$ cat src/rtl/regbank_dump_ctrl.sv
// Debug-side register bank dumper: walks every register through read port 1 and
// streams it out little-endian, one byte per valid/ready transfer.
module regbank_dump_ctrl #(
    parameter int unsigned NB_DATA = 32,
    parameter int unsigned NB_REG  = 5,
    parameter int unsigned NB_BYTE = 8
) (
    input  logic               i_clk,
    input  logic               i_reset,
    input  logic               i_start,
    input  logic [NB_REG-1:0]  i_pipe_read_reg1,
    output logic [NB_REG-1:0]  o_read_reg1,
    input  logic [NB_DATA-1:0] i_register1,
    output logic [NB_BYTE-1:0] o_tx_data,
    output logic               o_tx_valid,
    input  logic               i_tx_ready,
    output logic               o_busy,
    output logic               o_done
);

    localparam int unsigned NbBytes = NB_DATA / NB_BYTE;
    localparam int unsigned ByteW   = (NbBytes > 1) ? $clog2(NbBytes) : 1;
    localparam logic [ByteW-1:0]  LastByte = ByteW'(NbBytes - 1);
    localparam logic [NB_REG-1:0] LastReg  = '1;

    typedef enum logic [2:0] {StIdle, StAddr, StLatch, StSend, StNext} state_e;

    state_e               state_q, state_d;
    logic [NB_REG-1:0]    reg_idx_q, reg_idx_d;
    logic [ByteW-1:0]     byte_idx_q, byte_idx_d;
    logic [NB_DATA-1:0]   word_q, word_d;
    logic                 done_q, done_d;
    logic                 tx_fire;

    always_ff @(posedge i_clk) begin
        if (i_reset) begin
            state_q <= StIdle;
        end else begin
            state_q <= state_d;
        end
    end

    always_ff @(posedge i_clk) begin
        if (i_reset) begin
            reg_idx_q  <= '0;
            byte_idx_q <= '0;
            word_q     <= '0;
            done_q     <= 1'b0;
        end else begin
            reg_idx_q  <= reg_idx_d;
            byte_idx_q <= byte_idx_d;
            word_q     <= word_d;
            done_q     <= done_d;
        end
    end

    assign tx_fire = (state_q == StSend) && i_tx_ready;

    always_comb begin
        state_d    = state_q;
        reg_idx_d  = reg_idx_q;
        byte_idx_d = byte_idx_q;
        word_d     = word_q;
        done_d     = 1'b0;
        unique case (state_q)
            StIdle: begin
                if (i_start) begin
                    reg_idx_d = '0;
                    state_d   = StAddr;
                end
            end
            // One idle address cycle lets a registered bank read settle before LATCH.
            StAddr: state_d = StLatch;
            StLatch: begin
                word_d     = i_register1;
                byte_idx_d = '0;
                state_d    = StSend;
            end
            StSend: begin
                if (tx_fire) begin
                    if (byte_idx_q == LastByte) begin
                        state_d = StNext;
                    end else begin
                        byte_idx_d = byte_idx_q + ByteW'(1);
                    end
                end
            end
            StNext: begin
                if (reg_idx_q == LastReg) begin
                    state_d = StIdle;
                    done_d  = 1'b1;
                end else begin
                    reg_idx_d = reg_idx_q + NB_REG'(1);
                    state_d   = StAddr;
                end
            end
            default: state_d = StIdle;
        endcase
    end

    always_comb begin
        o_busy      = (state_q != StIdle);
        o_tx_valid  = (state_q == StSend);
        o_tx_data   = o_tx_valid ? word_q[byte_idx_q*NB_BYTE +: NB_BYTE] : '0;
        o_read_reg1 = o_busy ? reg_idx_q : i_pipe_read_reg1;
        o_done      = done_q;
    end

endmodule

$ cat config.mk
export PLATFORM = sky130hd
export DESIGN_NAME = regbank_dump_ctrl
export DESIGN_NICKNAME = d
export VERILOG_FILES = /design/src/rtl/regbank_dump_ctrl.sv
export SDC_FILE = /design/constraint.sdc
export NUM_CORES = 1
export LEC_CHECK = 0
export ABC_CLOCK_PERIOD_IN_PS = 2400
export CAP_MARGIN = 20
export CORE_UTILIZATION = 35
export DETAILED_ROUTE_END_ITERATION = 6
export DONT_BUFFER_PORTS = 1
export SLEW_MARGIN = 10
export SYNTH_ARGS = -nofsm -noshare
export SYNTH_HDL_FRONTEND = slang
export SYNTH_SLANG_ARGS = --single-unit
$ cat constraint.sdc
create_clock -name i_clk -period 2.4 [get_ports i_clk]
set_clock_uncertainty 0.1 [all_clocks]
set_input_delay 0.12 -clock i_clk [delete_from_list [all_inputs] [get_ports i_clk]]
set_output_delay 0.12 -clock i_clk [all_outputs]
set_load 0.005 [all_outputs]
* Yosys cells after proc, flatten, opt, wreduce, memory -nomap -nowiden
Cells that the tools add are included.
** Cells by class
- Add/subtract/negate cells :: 2
- Eq/ne operators :: 11
- Shifts and indexed selects :: 1
- Multiplexer cells :: 14
- Bitwise logic cells :: 1
- Reductions and logical operators :: 9
** Operators with widths (number)
- variable part select 32 x 6 -> 8 bit :: 1
- two-way mux 5 bit :: 3
- one-hot mux 3 bit (5 select lines) :: 1
- one-hot mux 5 bit (2 select lines) :: 1
- two-way mux 3 bit :: 3
- AND reduction 3 bit :: 3
- two-way mux 8 bit :: 1
- == test 3 x 2 -> 1 bit, second input constant :: 2
- inequality test 2 bit, second input constant :: 3
- adder 5 x 1 -> 5 bit, second input constant :: 1
- == test 5 bit, second input constant :: 1
- two-way mux 2 bit :: 2
- inequality test 2 x 1 -> 1 bit, second input constant :: 2
- one-hot mux 2 bit (2 select lines) :: 1
- nonzero test 2 bit :: 2
- == test 3 x 1 -> 1 bit, second input constant :: 1
- == test 3 bit, second input constant :: 1
- logical NOT 3 bit :: 1
- nonzero test 3 bit :: 1
- adder 2 x 1 -> 2 bit, second input constant :: 1
- == test 2 bit, second input constant :: 1
- two-way mux 1 bit :: 2
- OR reduction 2 bit :: 1
- logical AND 1 bit :: 1
- inverter 1 bit :: 1
** Storage, ports and cells
- Register bits after elaboration :: 43
- Input bits :: 41
- Output and inout port bits :: 16

* Depth between registers and ports, before layout
Gate-level depths: netlist (run 1).
- Depth after elaboration :: 4
- Depth in mapped cells :: 7
- Depth with buffers taken out :: 7

* Least setup slack after synthesis (run 1)
OpenSTA, ideal clock, no wires.
- Path kind :: register to register
- Start point :: register reg_idx_q[0]
- End point :: register reg_idx_q[2]
- Library setup time :: 0.091 ns
- Data arrival time :: 1.614 ns
- Data required time :: 2.209 ns
- Setup slack :: 0.595 ns
- Cell stages (with the launch flop) :: 8
- Clock period less this slack :: 1.805 ns
- Cell sequence :: dfxtp_1 -> ha_1 -> and3_1 -> ha_1 -> and2b_1 -> o21ai_1 -> o21ba_1 -> a311oi_1
** Between the ends
- Cells in the longest elaborated chain, start to end :: 3
- Elaborated cells between the ends (all ways) :: 6
- Those cells by class :: add/sub: 1; eq/ne: 2; mux: 2; reduce/logical: 1
** Ends and longest elaborated chain
- from (decl) :: RTL line 29 : logic [NB_REG-1:0] reg_idx_q, reg_idx_d;
- from (signal assigned) :: RTL line 50 : reg_idx_q <= reg_idx_d;
- adder 5 x 1 -> 5 bit / == test 5 bit (equally long branches) :: RTL line 93, 89
- two-way mux 5 bit / inequality test 2 bit (equally long branches)
- one-hot mux 5 bit (2 select lines) / AND reduction 3 bit (equally long branches)
Several ways; a longest one is shown, not always the timed one. The select of a mux whose other input is x is not followed.
A chain may end at the register's enable or synchronous reset.

* Final worst setup path (run 1)
- Start point :: register byte_idx_q[0]
- End point :: output o_tx_data[0]
** Between the ends
- Cells in the longest elaborated chain, start to end :: 2
** Ends and longest elaborated chain
- from (decl) :: RTL line 30 : logic [ByteW-1:0] byte_idx_q, byte_idx_d;
- from (signal assigned) :: RTL line 51 : byte_idx_q <= byte_idx_d;
- variable part select 32 x 6 -> 8 bit :: RTL line 104 : o_tx_data = o_tx_valid ? word_q[byte_idx_q*NB_BYTE +: NB_BYTE] : '0;
- two-way mux 8 bit :: RTL line 104
- to (decl) :: RTL line 14 : output logic [NB_BYTE-1:0] o_tx_data,
Every way passes these cells.

==> flow_metrics.env, run 1 <==
export IMPL_grt_pass1_vias=1530
export IMPL_num_antenna_cells=0
export IMPL_wl_per_cell_um=13.29
export IMPL_arrival_ps=1780
export IMPL_port_buffers=0
export IMPL_status="complete, no violations"
export IMPL_finalHoldViolCount=0
export IMPL_grt_usage_pct=15.95
export IMPL_worstSetupEndpointType="primary output"
export IMPL_num_fill_cells=527
export IMPL_fin_tns_setup_ps=0
export IMPL_ys_types=36
export IMPL_syn_nets=282
export IMPL_vias_per_cell=4.852
export IMPL_swShare_pct=26.86
export IMPL_antenna_found_initial=0
export IMPL_ys_seq_area_share_pct=43.65
export IMPL_drive_above_1_share_pct=8.955
export IMPL_post_cts_setup_buffers=0
export IMPL_worst_pin_slew_ps=634.3
export IMPL_power_frac_clock_pct=31.3
export IMPL_clock_root_buffer="clkbuf_8"
export IMPL_reg2reg_slack_ps=450
export IMPL_worstPathRequired_ps=2180
export IMPL_hold_depth=4
export IMPL_ant_nets=0
export IMPL_die_w_um=77.06
export IMPL_ir_drop_mv=0.2366
export IMPL_p_int_uw=1055
export IMPL_cts_sinks=43
export IMPL_first_pass_iters=4
export IMPL_synthCells=238
export IMPL_fin_crit_ps=2004
export IMPL_grt_setup_unrepaired="no"
export IMPL_coreArea_um2=5270
export IMPL_drt_total_wl_um=4493
export IMPL_r2r_start="reg_idx_q[0]$_SDFFE_PP0P_"
export IMPL_dp_cells=294
export IMPL_cts_path_max_buffers=2
export IMPL_nets=311
export IMPL_pin_count=57
export IMPL_max_slew_margin_pct=57.65
export IMPL_clk_pin_slew_worst_paths_ps=80
export IMPL_avgSynthCellArea_um2=8.285
export IMPL_yosys_most_used_dff="dfxtp_1"
export IMPL_grt_pass1_wl_um=7265
export IMPL_floorplan_initialDensity_pct=37.42
export IMPL_worstPathCellList="mux4_2 -> nor2b_1"
export IMPL_p_per_area_nw_per_um2=591.3
export IMPL_fmax_mhz=499.0
export IMPL_leakagePower_uw=0.0008847
export IMPL_grt_max_degree=42
export IMPL_hold_class="in -> reg"
export IMPL_grt_overflow=0
export IMPL_cts_buffers=5
export IMPL_hp_start="i_tx_ready"
export IMPL_worstPathMaxFanout=11
export IMPL_hold_end="byte_idx_q[1]$_SDFFE_PP0P_"
export IMPL_r2r_end="reg_idx_q[2]$_SDFFE_PP0P_"
export IMPL_hpwlAfterDp_um=2944
export IMPL_setup_viol=0
export IMPL_crit_type="reg -> out"
export IMPL_cpMaxStageDelayCell="dfxtp_1"
export IMPL_place_congestion=0.7966
export IMPL_p_switching_uw=387.5
export IMPL_async_flop_share_pct=0
export IMPL_critPathMaxStageDelay_ps=730
export IMPL_drc=0
export IMPL_synth_warnings=0
export IMPL_pwr_share_comb_pct=14.7
export IMPL_seqPwrFrac_pct=54.0
export IMPL_cts_tree="done"
export IMPL_synth_seq_cells=43
export IMPL_insertion_delay_ps=300
export IMPL_first_iter_violations=102
export IMPL_period_share_pct=83.51
export IMPL_fp_dieArea_um2=5938
export IMPL_rows=26
export IMPL_h_tree_depth=2
export IMPL_worstRegToRegCells=7
export IMPL_drv_cap=0
export IMPL_synth_area_um2=1972
export IMPL_start_kind="flip-flop"
export IMPL_dr_total_vias=1640
export IMPL_die_y_um=77.06
export IMPL_syn_to_final_growth_pct=23.73
export IMPL_final_cells=338
export IMPL_synth_edf_count=0
export IMPL_drv_slew=0
==> sequential cells by signal, summed over array words and instances, names as in the netlist <==
signal,flops
reg_idx_q,5
state_q,3
word_q,32
byte_idx_q,2
o_done,1
==> metrics by stage <==
step / instance area (um2) / setup WS (ps) / total power [uW] / util, % / hold slack (ps)
3_5_place_dp: 1984 / 465.1 / 947.5 / 37.65 / 95.70
3_3_place_gp: 1984 / 517.9 / 945.5 / 37.65 / 94.70
5_1_grt: 2440 / 253.0 / 1521 / 46.30 / 91.42
2_1_floorplan: 1972 / 595.3 / 932.9 / - / 156.0
4_1_cts: 2430 / 365.0 / 1459 / 46.11 / 3.977
6_report: 2440 / 395.8 / 1443 / 46.30 / 55.38
==> cells by family after synthesis <==
family	Yosys count	synth area share [%]
compound gates	44	12.50
xor+xnor	2	0.8885
fa+ha+maj	3	1.904
buf+inv	20	5.520
flops	43	43.66
mux	8	9.137
simple gates	118	26.40
==> what timing repair did <==
action                    CTS  global route
resized for setup           0             0
hold buffers               35             1
hold endpoints to repair   43             1
==> worst max-delay path: cells and delay by family (launching register included) <==
family           cells  cell delay [ps]
multiplexers         1              580
AND/OR/NAND/NOR      1              170
flip-flops           1              730
==> final cells by class <==
type / instances / area [um2] / share of cell area [%]
Sequential cell: 43 / 860.8 / 35.28
Multi-Input combinational cell: 175 / 1002 / 41.08
Clock inverter: 2 / 12.51 / 0.5128
Clock buffer: 6 / 72.57 / 2.974
Tap cell: 70 / 87.58 / 3.590
Timing Repair Buffer: 39 / 392.9 / 16.10
Inverter: 3 / 11.26 / 0.4615
==> how the worst max path moves through the flow <==
stage                                           from  slack (ps)                         to
after floorplan            reg_idx_q[0]$_SDFFE_PP0P_         600  reg_idx_q[2]$_SDFFE_PP0P_
after global placement     reg_idx_q[0]$_SDFFE_PP0P_         520  reg_idx_q[2]$_SDFFE_PP0P_
after detailed placement   reg_idx_q[0]$_SDFFE_PP0P_         470  reg_idx_q[2]$_SDFFE_PP0P_
after CTS                 byte_idx_q[0]$_SDFFE_PP0P_         360               o_tx_data[0]
after global routing      byte_idx_q[0]$_SDFFE_PP0P_         250               o_tx_data[0]
final                     byte_idx_q[0]$_SDFFE_PP0P_         400               o_tx_data[0]
==> Yosys cell counts, types with 2 or more instances <==
cell type / instances / area, um2
nor4_1: 2 / 12.51
nor2b_1: 9 / 56.30
nor2_1: 7 / 26.28
mux4_2: 8 / 180.2
a21oi_1: 35 / 175.2
nand4_1: 2 / 12.51
inv_1: 2 / 7.510
and3_1: 2 / 12.51
a21o_1: 2 / 15.01
nor3_1: 2 / 10.01
nor2_2: 3 / 18.77
clkbuf_1: 6 / 22.52
nand2b_1: 2 / 12.51
buf_6: 3 / 33.78
dfxtp_1: 43 / 860.8
buf_2: 6 / 30.03
ha_1: 3 / 37.54
nand2_1: 83 / 311.6
==> placed cells by master (no fill, tap or decap) <==
cell type,instances
nor3_1,2
a21oi_1,35
buf_4,3
a22oi_1,1
inv_2,1
a21o_1,2
nor2_2,3
a21boi_1,1
mux4_2,8
nand4_1,2
nand2_1,83
nor3b_1,1
dlygate4sd3_1,35
a311oi_1,1
and3_1,2
buf_12,1
nor2_1,7
o21ai_1,1
clkbuf_8,5
clkinv_2,1
clkinvlp_4,1
nor2b_1,9
inv_1,2
dfxtp_1,43
o21ba_1,1
o32a_1,1
nor3_2,1
xor2_1,1
o211ai_1,1
xnor2_1,1
ha_1,3
nor4_1,2
and2b_1,1
or2_1,1
or3b_1,1
nand2b_1,2
clkbuf_1,1
nand3b_1,1
==> layer usage <==
metal | GRT usage [%] | wire length, um
met4 | 8.302 | 93
met1 | 20.61 | 2176
met2 | 24.64 | 2046
met3 | 3.810 | 177
met5 | 0 | 0
==> power groups by stage <==
stage / registers [uW] / clock network (uW) / logic, uW
2_1_floorplan: 781 / 0 / 152
3_3_place_gp: 795 / 0 / 151
3_5_place_dp: 796 / 0 / 152
4_1_cts: 779 / 469 / 211
5_1_grt: 785 / 499 / 237
6_report: 779 / 451 / 212
No activity file was read; power rests on OpenSTA's default activity.
==> run 2: changes to the inputs <==
- ABC_CLOCK_PERIOD_IN_PS: 2400 -> 1950
- clock period: 2.4 -> 1.95 ns (I/O delays scaled with it)
==> flow_metrics.env, run 2 (same netlist as run 1, synthesis figures left out) <==
export IMPL_status="complete, no violations"
export IMPL_grt_max_degree=42
export IMPL_r2r_end="reg_idx_q[2]$_SDFFE_PP0P_"
export IMPL_grt_usage_pct=17.35
export IMPL_finalHoldViolCount=0
export IMPL_layout_common_cells="nand2_1, dfxtp_1, a21oi_1, dlygate4sd3_1, nor2b_1"
export IMPL_final_area_um2=2531
export IMPL_dr_total_vias=1667
export IMPL_rows=26
export IMPL_syn_to_final_growth_pct=28.36
export IMPL_register_area_um2=862.1
export IMPL_p_per_area_nw_per_um2=804.9
export IMPL_arrival_ps=1970
export IMPL_clk_pin_slew_worst_paths_ps=80
export IMPL_drc=0
export IMPL_fmax_mhz=537.1
export IMPL_floorplan_initialDensity_pct=37.42
export IMPL_wl_per_cell_um=13.61
export IMPL_port_buffers=0
export IMPL_fin_crit_ps=1862
export IMPL_leakagePower_uw=0.0009358
export IMPL_worstPathRequired_ps=2060
export IMPL_drv_slew=0
export IMPL_start_kind="flip-flop"
export IMPL_fin_ws_ps=88.04
export IMPL_first_iter_violations=79
export IMPL_power_frac_clock_pct=39.7
export IMPL_place_congestion=0.8108
export IMPL_cts_buffers=5
export IMPL_num_fill_cells=531
export IMPL_worstRegToRegCells=7
export IMPL_worst_pin_slew_ps=435.1
export IMPL_worstSetupEndpointType="flip-flop"
export IMPL_swShare_pct=23.24
export IMPL_worstPathMaxFanout=4
export IMPL_multi_input_area_um2=1007
export IMPL_grt_overflow=0
export IMPL_hold_class="in -> reg"
export IMPL_drv_cap=0
export IMPL_drive_above_1_share_pct=11.72
export IMPL_crit_path_end="reg_idx_q[2]$_SDFFE_PP0P_"
export IMPL_r2r_start="reg_idx_q[0]$_SDFFE_PP0P_"
export IMPL_cts_path_max_buffers=2
export IMPL_reg2reg_slack_ps=90
export IMPL_num_antenna_cells=0
export IMPL_hpwlAfterDp_um=3093
export IMPL_h_tree_depth=2
export IMPL_vias_per_cell=4.860
export IMPL_pwr_share_comb_pct=13.3
export IMPL_reg_top3="word_q (32), reg_idx_q (5), state_q (3)"
export IMPL_ant_nets=0
export IMPL_setup_viol=0
export IMPL_final_common_cell="nand2_1"
export IMPL_cts_sinks=43
export IMPL_first_pass_iters=4
export IMPL_fin_tns_setup_ps=0
export IMPL_insertion_delay_ps=300
export IMPL_seqPwrFrac_pct=47.0
export IMPL_period_share_pct=95.48
export IMPL_pre_cts_ws_ps=25.87
export IMPL_p_switching_uw=473.4
export IMPL_grt_setup_unrepaired="no"
export IMPL_die_w_um=77.06
export IMPL_nets=316
export IMPL_place_area_um2=2022
export IMPL_regMostFlops="word_q"
export IMPL_p_int_uw=1564
export IMPL_antenna_found_initial=0
export IMPL_max_slew_margin_pct=70.83
export IMPL_fp_dieArea_um2=5938
export IMPL_grt_pass1_vias=1738
export IMPL_grt_pass1_wl_um=8031
export IMPL_largest_register_ffs=32
export IMPL_startpoint="reg_idx_q[0]$_SDFFE_PP0P_"
export IMPL_ir_drop_mv=0.3929
export IMPL_clock_root_buffer="clkbuf_8"
export IMPL_die_y_um=77.06
export IMPL_cts_tree="done"
export IMPL_drt_total_wl_um=4669
export IMPL_crit_type="reg -> reg"
export IMPL_coreArea_um2=5270
export IMPL_pin_count=57
-- run 2: cell types whose count changed in the layout (fill, tap and decap cells not counted) --
cell	before	now
buf_4	3	8
bufinv_16	0	2
and2b_1	1	0
and2b_2	0	1
clkinv_2	1	0
clkinvlp_4	1	0
dfxtp_1	43	42
dfxtp_2	0	1
o21ai_1	1	0
o21ai_2	0	1
-- run 2: final cells by class --
class / instances / share of cell area (%)
Multi-Input combinational cell: 175 / 39.79
Sequential cell: 43 / 34.06
Timing Repair Buffer: 44 / 17.00
Tap cell: 70 / 3.460
Clock buffer: 6 / 2.867
Clock inverter: 2 / 2.373
Inverter: 3 / 0.4449
-- run 2: stage by stage --
| stage | cells | total power (uW) | hold WS, ps | utilization, % |
|---|---|---|---|---|
| after floorplan | 238 | 1148 | 133.5 | - |
| after global placement | 299 | 1167 | 71.60 | 38.37 |
| after detailed placement | 299 | 1172 | 75.75 | 38.37 |
| after CTS | 343 | 2058 | 26.42 | 47.91 |
| after global routing | 343 | 2136 | 95.02 | 48.03 |
| final | 343 | 2037 | 33.13 | 48.03 |
-- run 2: layer usage --
layer	vias up	share of wire [%]	GRT usage, %
li1	860	-	-
met1	764	46	21.60
met2	37	48	29.29
met3	6	4.8	4.048
met4	0	1.4	6.038
met5	-	0	0
-- run 2: worst min-delay path by stage --
stage	startpoint	end	cells after the start
floorplan	i_register1[0]	word_q[0]$_SDFFE_PP0N_	2
global placement	i_reset	word_q[1]$_SDFFE_PP0N_	1
detailed placement	i_reset	reg_idx_q[4]$_SDFFE_PP0P_	1
CTS	i_tx_ready	byte_idx_q[1]$_SDFFE_PP0P_	4
global route	i_tx_ready	byte_idx_q[0]$_SDFFE_PP0P_	4
finish	i_tx_ready	byte_idx_q[1]$_SDFFE_PP0P_	4
-- run 2: repair_timing --
action,CTS,global route
setup endpoints to repair,0,1
resized for setup,0,3
hold buffers,36,0
buffers inserted,0,0
hold endpoints to repair,43,0
-- run 2: power groups by stage --
stage | sequential (uW) | combinational [uW] | clock, uW
finish | 958 | 271 | 809
floorplan | 961 | 187 | 0
global route | 965 | 305 | 867
global placement | 976 | 191 | 0
CTS | 957 | 270 | 831
detailed placement | 978 | 195 | 0
-- run 2: worst max-delay path: stages, from the launching register on --
cell and delay (ps):
dfxtp_2 340, ha_1 230, and3_1 190, ha_1 180, and2b_2 250, o21ai_2 80
o21ba_1 180, a311oi_1 220
